[config.mk]
export PLATFORM = sky130hd
export DESIGN_NAME = mult_div_unit
export DESIGN_NICKNAME = d
export VERILOG_FILES = /design/src/rtl/mult_div_unit.sv
export SDC_FILE = /design/constraint.sdc
export NUM_CORES = 1
export LEC_CHECK = 0
export BUFFER_PORTS_ARGS = -buffer_cell sky130_fd_sc_hd__clkbuf_2
export CORE_MARGIN = 10
export CORE_UTILIZATION = 60
export CTS_CLUSTER_DIAMETER = 50
export DETAILED_ROUTE_END_ITERATION = 7
export PLACE_DENSITY = 0.81
export SYNTH_ARGS = -nofsm -noshare
export SYNTH_HDL_FRONTEND = slang
export SYNTH_SLANG_ARGS = --single-unit
[constraint.sdc]
create_clock -name clk -period 15.4 [get_ports clk]
set_clock_uncertainty 0.05 [all_clocks]
set_input_delay 1.54 -clock clk [delete_from_list [all_inputs] [get_ports clk]]
set_output_delay 1.54 -clock clk [all_outputs]
set_load 0.02 [all_outputs]
[src/rtl/mult_div_unit.sv]
// 32-bit iterative multiply/divide unit with HI/LO registers.
// One shift-add or restoring shift-subtract step per cycle; results appear only on completion.
module mult_div_unit (
    input  logic        clk,
    input  logic        reset,
    input  logic        start,
    input  logic [1:0]  op,
    input  logic [31:0] a,
    input  logic [31:0] b,
    input  logic        hi_we,
    input  logic        lo_we,
    input  logic [31:0] wdata,
    output logic [31:0] hi,
    output logic [31:0] lo,
    output logic        busy,
    output logic        done
);

    typedef enum logic {IDLE = 1'b0, RUN = 1'b1} state_t;

    state_t      state_q, state_d;
    logic [4:0]  cnt_q, cnt_d;
    logic [1:0]  op_q, op_d;
    logic [31:0] a_q, a_d, b_q, b_d;
    logic [63:0] acc_q, acc_d;
    logic [31:0] hi_q, hi_d, lo_q, lo_d;
    logic        done_q, done_d;

    logic [31:0] mb_s;
    logic [32:0] mul_sum_s;
    logic [63:0] mul_step_s;
    logic [32:0] div_top_s;
    logic [31:0] div_diff_s;
    logic [63:0] div_step_s;
    logic [63:0] step_s;
    logic [63:0] prod_s;
    logic        neg_q_s, neg_r_s;
    logic [31:0] res_hi_s, res_lo_s;

    // Magnitude of a 32-bit operand; 0x80000000 maps to itself as an unsigned value.
    function automatic logic [31:0] mag(input logic [31:0] v, input logic sgn);
        logic [31:0] m;
        if (sgn && v[31]) begin
            m = 32'd0 - v;
        end else begin
            m = v;
        end
        return m;
    endfunction

    // Datapath: one iteration step on unsigned magnitudes, then sign fix-up of the final step.
    always_comb begin
        mb_s       = mag(b_q, op_q[0]);
        mul_sum_s  = {1'b0, acc_q[63:32]} + {1'b0, mb_s};
        if (acc_q[0]) begin
            mul_step_s = {mul_sum_s, acc_q[31:1]};
        end else begin
            mul_step_s = {1'b0, acc_q[63:1]};
        end
        div_top_s  = acc_q[63:31];
        div_diff_s = div_top_s[31:0] - mb_s;
        if (div_top_s >= {1'b0, mb_s}) begin
            div_step_s = {div_diff_s, acc_q[30:0], 1'b1};
        end else begin
            div_step_s = {acc_q[62:0], 1'b0};
        end
        step_s  = op_q[1] ? div_step_s : mul_step_s;
        neg_q_s = op_q[0] & (a_q[31] ^ b_q[31]);
        neg_r_s = op_q[0] & a_q[31];
        prod_s  = neg_q_s ? (64'd0 - step_s) : step_s;
        if (!op_q[1]) begin
            res_hi_s = prod_s[63:32];
            res_lo_s = prod_s[31:0];
        end else if (b_q == 32'd0) begin
            res_hi_s = a_q;
            res_lo_s = 32'hFFFF_FFFF;
        end else begin
            res_lo_s = neg_q_s ? (32'd0 - step_s[31:0])  : step_s[31:0];
            res_hi_s = neg_r_s ? (32'd0 - step_s[63:32]) : step_s[63:32];
        end
    end

    // Next-state logic: start has priority over MTHI/MTLO; only IDLE accepts either.
    always_comb begin
        state_d = state_q;
        cnt_d   = cnt_q;
        op_d    = op_q;
        a_d     = a_q;
        b_d     = b_q;
        acc_d   = acc_q;
        hi_d    = hi_q;
        lo_d    = lo_q;
        done_d  = 1'b0;
        case (state_q)
            IDLE: begin
                if (start) begin
                    state_d = RUN;
                    cnt_d   = 5'd0;
                    op_d    = op;
                    a_d     = a;
                    b_d     = b;
                    acc_d   = {32'd0, mag(a, op[0])};
                end else begin
                    hi_d = hi_we ? wdata : hi_q;
                    lo_d = lo_we ? wdata : lo_q;
                end
            end
            RUN: begin
                acc_d = step_s;
                cnt_d = cnt_q + 5'd1;
                if (cnt_q == 5'd31) begin
                    state_d = IDLE;
                    done_d  = 1'b1;
                    hi_d    = res_hi_s;
                    lo_d    = res_lo_s;
                end else begin
                    state_d = RUN;
                end
            end
            default: begin
                state_d = IDLE;
                cnt_d   = 5'd0;
            end
        endcase
    end

    // State and architectural registers.
    always_ff @(posedge clk or posedge reset) begin
        if (reset) begin
            state_q <= IDLE;
            cnt_q   <= 5'd0;
            op_q    <= 2'd0;
            a_q     <= 32'd0;
            b_q     <= 32'd0;
            acc_q   <= 64'd0;
            hi_q    <= 32'd0;
            lo_q    <= 32'd0;
            done_q  <= 1'b0;
        end else begin
            state_q <= state_d;
            cnt_q   <= cnt_d;
            op_q    <= op_d;
            a_q     <= a_d;
            b_q     <= b_d;
            acc_q   <= acc_d;
            hi_q    <= hi_d;
            lo_q    <= lo_d;
            done_q  <= done_d;
        end
    end

    assign hi   = hi_q;
    assign lo   = lo_q;
    assign busy = (state_q == RUN);
    assign done = done_q;

endmodule

* Word-level counts from Yosys, hierarchy flattened *
Cells that the tools add are included.
W data, S select, Z words.

storage, ports and cells
  logic and storage cells = 63
  memory bits (writable) = 0
  latch bits = 0
  bits of input ports = 103
  memories kept = 0
  output and inout port bits = 66
  bits in read-only memories = 0
  flip-flop bits (word level) = 201

operators by class
  bitwise logic cells = 4
  multiply operators = 0
  $add $sub $neg = 8
  shift-type cells = 0
  $lt $le $gt $ge = 1
  eq/ne operators = 6
  mux-type cells = 29
  div/mod/pow operators = 0
  reduce and logical (&&, ||, !) cells = 6

operators by type and width
  cell                     number
  $mux W32                 14
  $mux W64                 5
  $pmux W32 S2             2
  $pmux W64 S2             1
  $sub A1 B32 Y32 const A  4
  $sub A1 B64 Y64 const A  1
  $add A32 B32 Y33         1
  $ge A33 B32 Y1           1
  $logic_not A32 Y1        1
  $sub A32 B32 Y32         1
  $pmux W5 S2              1
  $ne A2 B2 Y1 const B     4
  $reduce_and A3 Y1        2
  $add A5 B1 Y5 const B    1
  $eq A5 B5 Y1 const B     1
  $mux W5                  1
  $mux W1                  4
  $and A1 B1 Y1            2
  $logic_and A1 B1 Y1      2
  $ne A2 B1 Y1 const B     1
  $pmux W1 S2              1
  $reduce_and A2 Y1        1
  $not A1 Y1               1
  $xor A1 B1 Y1            1

* Logic depth before layout (Yosys ltp) *
  word-level depth = 11
  mapped depth = 34
  mapped depth without buffers = 32

* Least setup slack after synthesis *
No wires, ideal clock.

  path kind = register -> register
  from = register b_q[11]
  to = register hi_q[26] (netlist: hi[26])
  path slack = 8,509 ps
  arrival = 6,705 ps
  path buffers = 3
  cell stages (with the launch flop) = 32
  library setup time = 136 ps
  cells stage by stage = dfrtp_1 -> or4_1 -> or2_2 -> nor3_1 -> and3b_1 -> nor2_1 -> xor2_1 -> inv_1 -> ha_1 -> buf_6 -> a21o_1 -> a221o_1 -> a211oi_2 -> nor3_2 -> or3_1 -> buf_6 -> buf_6 -> nand2_1 -> a21boi_0 -> ha_1 -> o211a_1 -> nand4b_1 -> nor2_1 -> nand2_1 -> nor2_1 -> nand2_1 -> nor3_1 -> nand4_1 -> o31ai_1 -> xor2_1 -> o2111ai_1 -> o211ai_1

on the way
  cells in the longest elaborated chain, start to end = 11
  elaborated cells between the ends (all ways) = 17
  those cells by class = 5 x add/sub; 1 x order compare; 10 x mux; 1 x reduce/logical

RTL lines
  what                                            RTL line  text
  from (decl)                                     24        logic [31:0] a_q, a_d, b_q, b_d;
  from (signal assigned)                          134       b_q <= 32'd0;
  from (signal assigned)                          144       b_q <= b_d;
  $sub A1 B32 Y32                                 44        m = 32'd0 - v;
  $mux W32                                        43        if (sgn && v[31]) begin
  $add A32 B32 Y33, or another cell as far along  54        mul_sum_s = {1'b0, acc_q[63:32]} + {1'b0, mb_s};
  $mux W64, on equally long branches              55, 62
  $mux W64                                        67        step_s = op_q[1] ? div_step_s : mul_step_s;
  $sub A1 B32 Y32                                 79        res_hi_s = neg_r_s ? (32'd0 - step_s[63:32]) : step_s[63:32];
  $mux W32                                        79
  $mux W32                                        74        end else if (b_q == 32'd0) begin
  $mux W32 *                                      71        if (!op_q[1]) begin
  $mux W32 *                                      111       if (cnt_q == 5'd31) begin
  $pmux W32 S2 *                                  94        case (state_q)
  to (signal assigned)                            146       hi_q <= hi_d;
  to (decl)                                       26        logic [31:0] hi_q, hi_d, lo_q, lo_d;

Mark *: on every way between the ends. The rest lies on a longest branch, timed or not. The select of a mux whose other input is x is not followed.
A chain may end at the register's enable or synchronous reset.

* Worst setup path in the final report *
  from = register b_q[0]
  to = register hi_q[26] (netlist: hi[26])

Same word-level chain as after synthesis.

==> flow_summary.toml <==
[clock_tree]
post_cts_resized = 0
clockBufferDepth = 3
hold_buffers = 0
clk_pin_slew_ns = 0.06
post_cts_buffers = 0
htreeDepth = 1
cts_sinks = 201
cts_tree = "built"
cts_inserted_buffers = 28
cts-root-buf = "clkbuf_16"
clock_latency_ns = 0.58

[die]
io_pins = 169
fp.dieW_um = 194
dieArea_um2 = 37500
die_height_um = 194
design.core.area_um2 = 29700
std_cell_rows = 63
start_util_pct = 60.8

[setup_path]
crit_type = "reg -> reg"
path_max_fanout = 10
worstSetupEndpointType = "flip-flop"
crit_slowest_cell = "nor3_1"
r2r_start = "b_q[0]"
cp.arrival_ns = 8.55
required_ns = 15.76
worst_path_most_repeated_cell = "nand2_1"
crit_path_start_kind = "flip-flop"
reg2regPathDepth = 32
max_stage_delay_ns = 0.54
rr_endpoint = "hi[26]"
rrSetupSlack_ns = 7.21

[min_path]
whs_endpoint = "lo[25]"
holdPathStages = 2
worstHoldStart = "lo[25]"
hold_path.class = "reg -> reg"

[yosys]
synth.distinct_cells = 91
synth-edff-count = 0
netlist_instances = 2296
avgSynthCellArea_um2 = 7.87
ys_warn_count = 0
synth_flop_cell = "dfrtp_1"
syn_area_um2 = 18100
async_flop_share_pct = 100
synth_fp_nets = 2471
ys_seq_elements = 201
ys_seq_area_share_pct = 27.8

[sta]
tightest_slew_ns = 1.24
fin_ws_ns = 7.21
setup_tns_ns = 0
setup_viol = 0
rsz0062_at_grt = "false"
max_freq_mhz = 122
maxSlewHeadroom_pct = 17.1
fin_crit_sh_pct = 53.2
drv_slew = 0
period_needed_ns = 8.19
hold_violations = 0

[global_route]
grt_max_degree = 140
grt_usage_pct = 32.6
grt_pass1_wl_mm = 100
grt_pass1_vias = 17800
antenna_found_initial = 1
grt_overflow = 0

[cells_and_area]
multi_input_area_um2 = 12200
final_common_cell = "nand2_1"
antenna_cells = 0
area_growth_pct = 10.8
fillers = 2477
drive_gt1_share_pct = 15.2
final_cell_mix = "293 x nand2_1, 199 x dfrtp_1, 193 x nor2_1"
nets = 2554
area.sequential_um2 = 5040
final_cell_area_um2 = 20000

[placement]
gp_congestion = 0.975
place_ws_ns = 7.46
dp_hpwl_mm = 49.2
port_buffers = 168
dpl_cell_area_um2 = 19100

[drt]
vias_per_cell = 6.74
detail_route.iter0.violations = 2058
postRouteAntennaNets = 0
vias = 18800
wl_mm = 65.1
dr.pass1.iters = 6
wl_per_cell_um = 23.3
drc_errors = 0

[outcome]
status = "completed"

[run]
cap_violations = 0
## cells by family after synthesis
| kind of cell | synth area share (%) |
|---|---|
| multiplexers | 7.23 |
| XOR/XNOR | 8.29 |
| AO/OA/AOI/OAI | 25.8 |
| buffers and inverters | 4.83 |
| AND/OR/NAND/NOR | 20.9 |
| adder cells (fa/ha/maj) | 5.07 |
| flip-flops | 27.8 |
## cell type report
cell class / count / area share (%)
Tap cell: 390 / 2.44
Clock buffer: 37 / 3.92
Clock inverter: 15 / 0.918
Sequential cell: 201 / 25.1
Multi-Input combinational cell: 1876 / 60.9
Inverter: 79 / 1.52
Timing Repair Buffer: 193 / 5.13
## metrics by stage
step           instances  util, %  hold slack (ns)
3_3_place_gp        2739     64.1            0.408
4_1_cts             2791     67.4            0.431
6_report            2791     67.4            0.428
5_1_grt             2791     67.4            0.449
3_5_place_dp        2739     64.1            0.418
2_1_floorplan       2296        -            0.416
## synth_stat cells (all sizes together) (25+ instances only)
library cell	number	area, µm²
nand2	293	1100
dfrtp	201	5030
nor2	194	728
o21ai	194	971
a21oi	171	856
clkbuf	109	410
xnor2	90	788
xor2	81	709
inv	76	285
mux2	76	856
ha	70	876
nor3	68	360
a31oi	49	322
o211ai	47	353
mux2i	45	450
nand3	39	195
a211oi	35	268
o31ai	32	240
a21o	31	233
buf	31	165
or3	28	175
nor2b	26	163
and3	25	156
nand4	25	175
o22ai	25	163
## flip-flops by register name, indices dropped and copies added (netlist names)
register and count:
a_q 32, acc_q 64, b_q 32, busy 1, cnt_q 5, done 1, hi 32, lo 32
op_q 2
## per-layer routing
layer	track usage (%)	part of all wire, %	up-vias
li1	-	-	8527
met3	5.69	9.4	191
met1	41.4	40	8925
met4	13.5	4.5	2
met5	0	0.020	-
met2	53.6	47	1157
## worst max path at each step
stage | start | slack (ns) | end
after floorplan | reset | 8.33 | a_q[0]
after global placement | b_q[11] | 7.71 | hi[26]
after detailed placement | b_q[0] | 7.46 | hi[26]
after CTS | b_q[0] | 7.38 | hi[26]
after global routing | b_q[0] | 6.69 | hi[26]
final | b_q[0] | 7.21 | hi[26]
## critical path: cells and delay by family, from the launching register on
| family | cells | cell delay, ns |
|---|---|---|
| adder cells (fa/ha/maj) | 3 | 0.91 |
| buffers and inverters | 3 | 0.37 |
| flip-flops | 1 | 0.42 |
| AND/OR/NAND/NOR | 16 | 3.84 |
| AO/OA/AOI/OAI | 8 | 2.13 |
| XOR/XNOR | 2 | 0.30 |
Power is not shown: default switching activity piles up to over one toggle a cycle in this logic, so the estimate is an artifact.
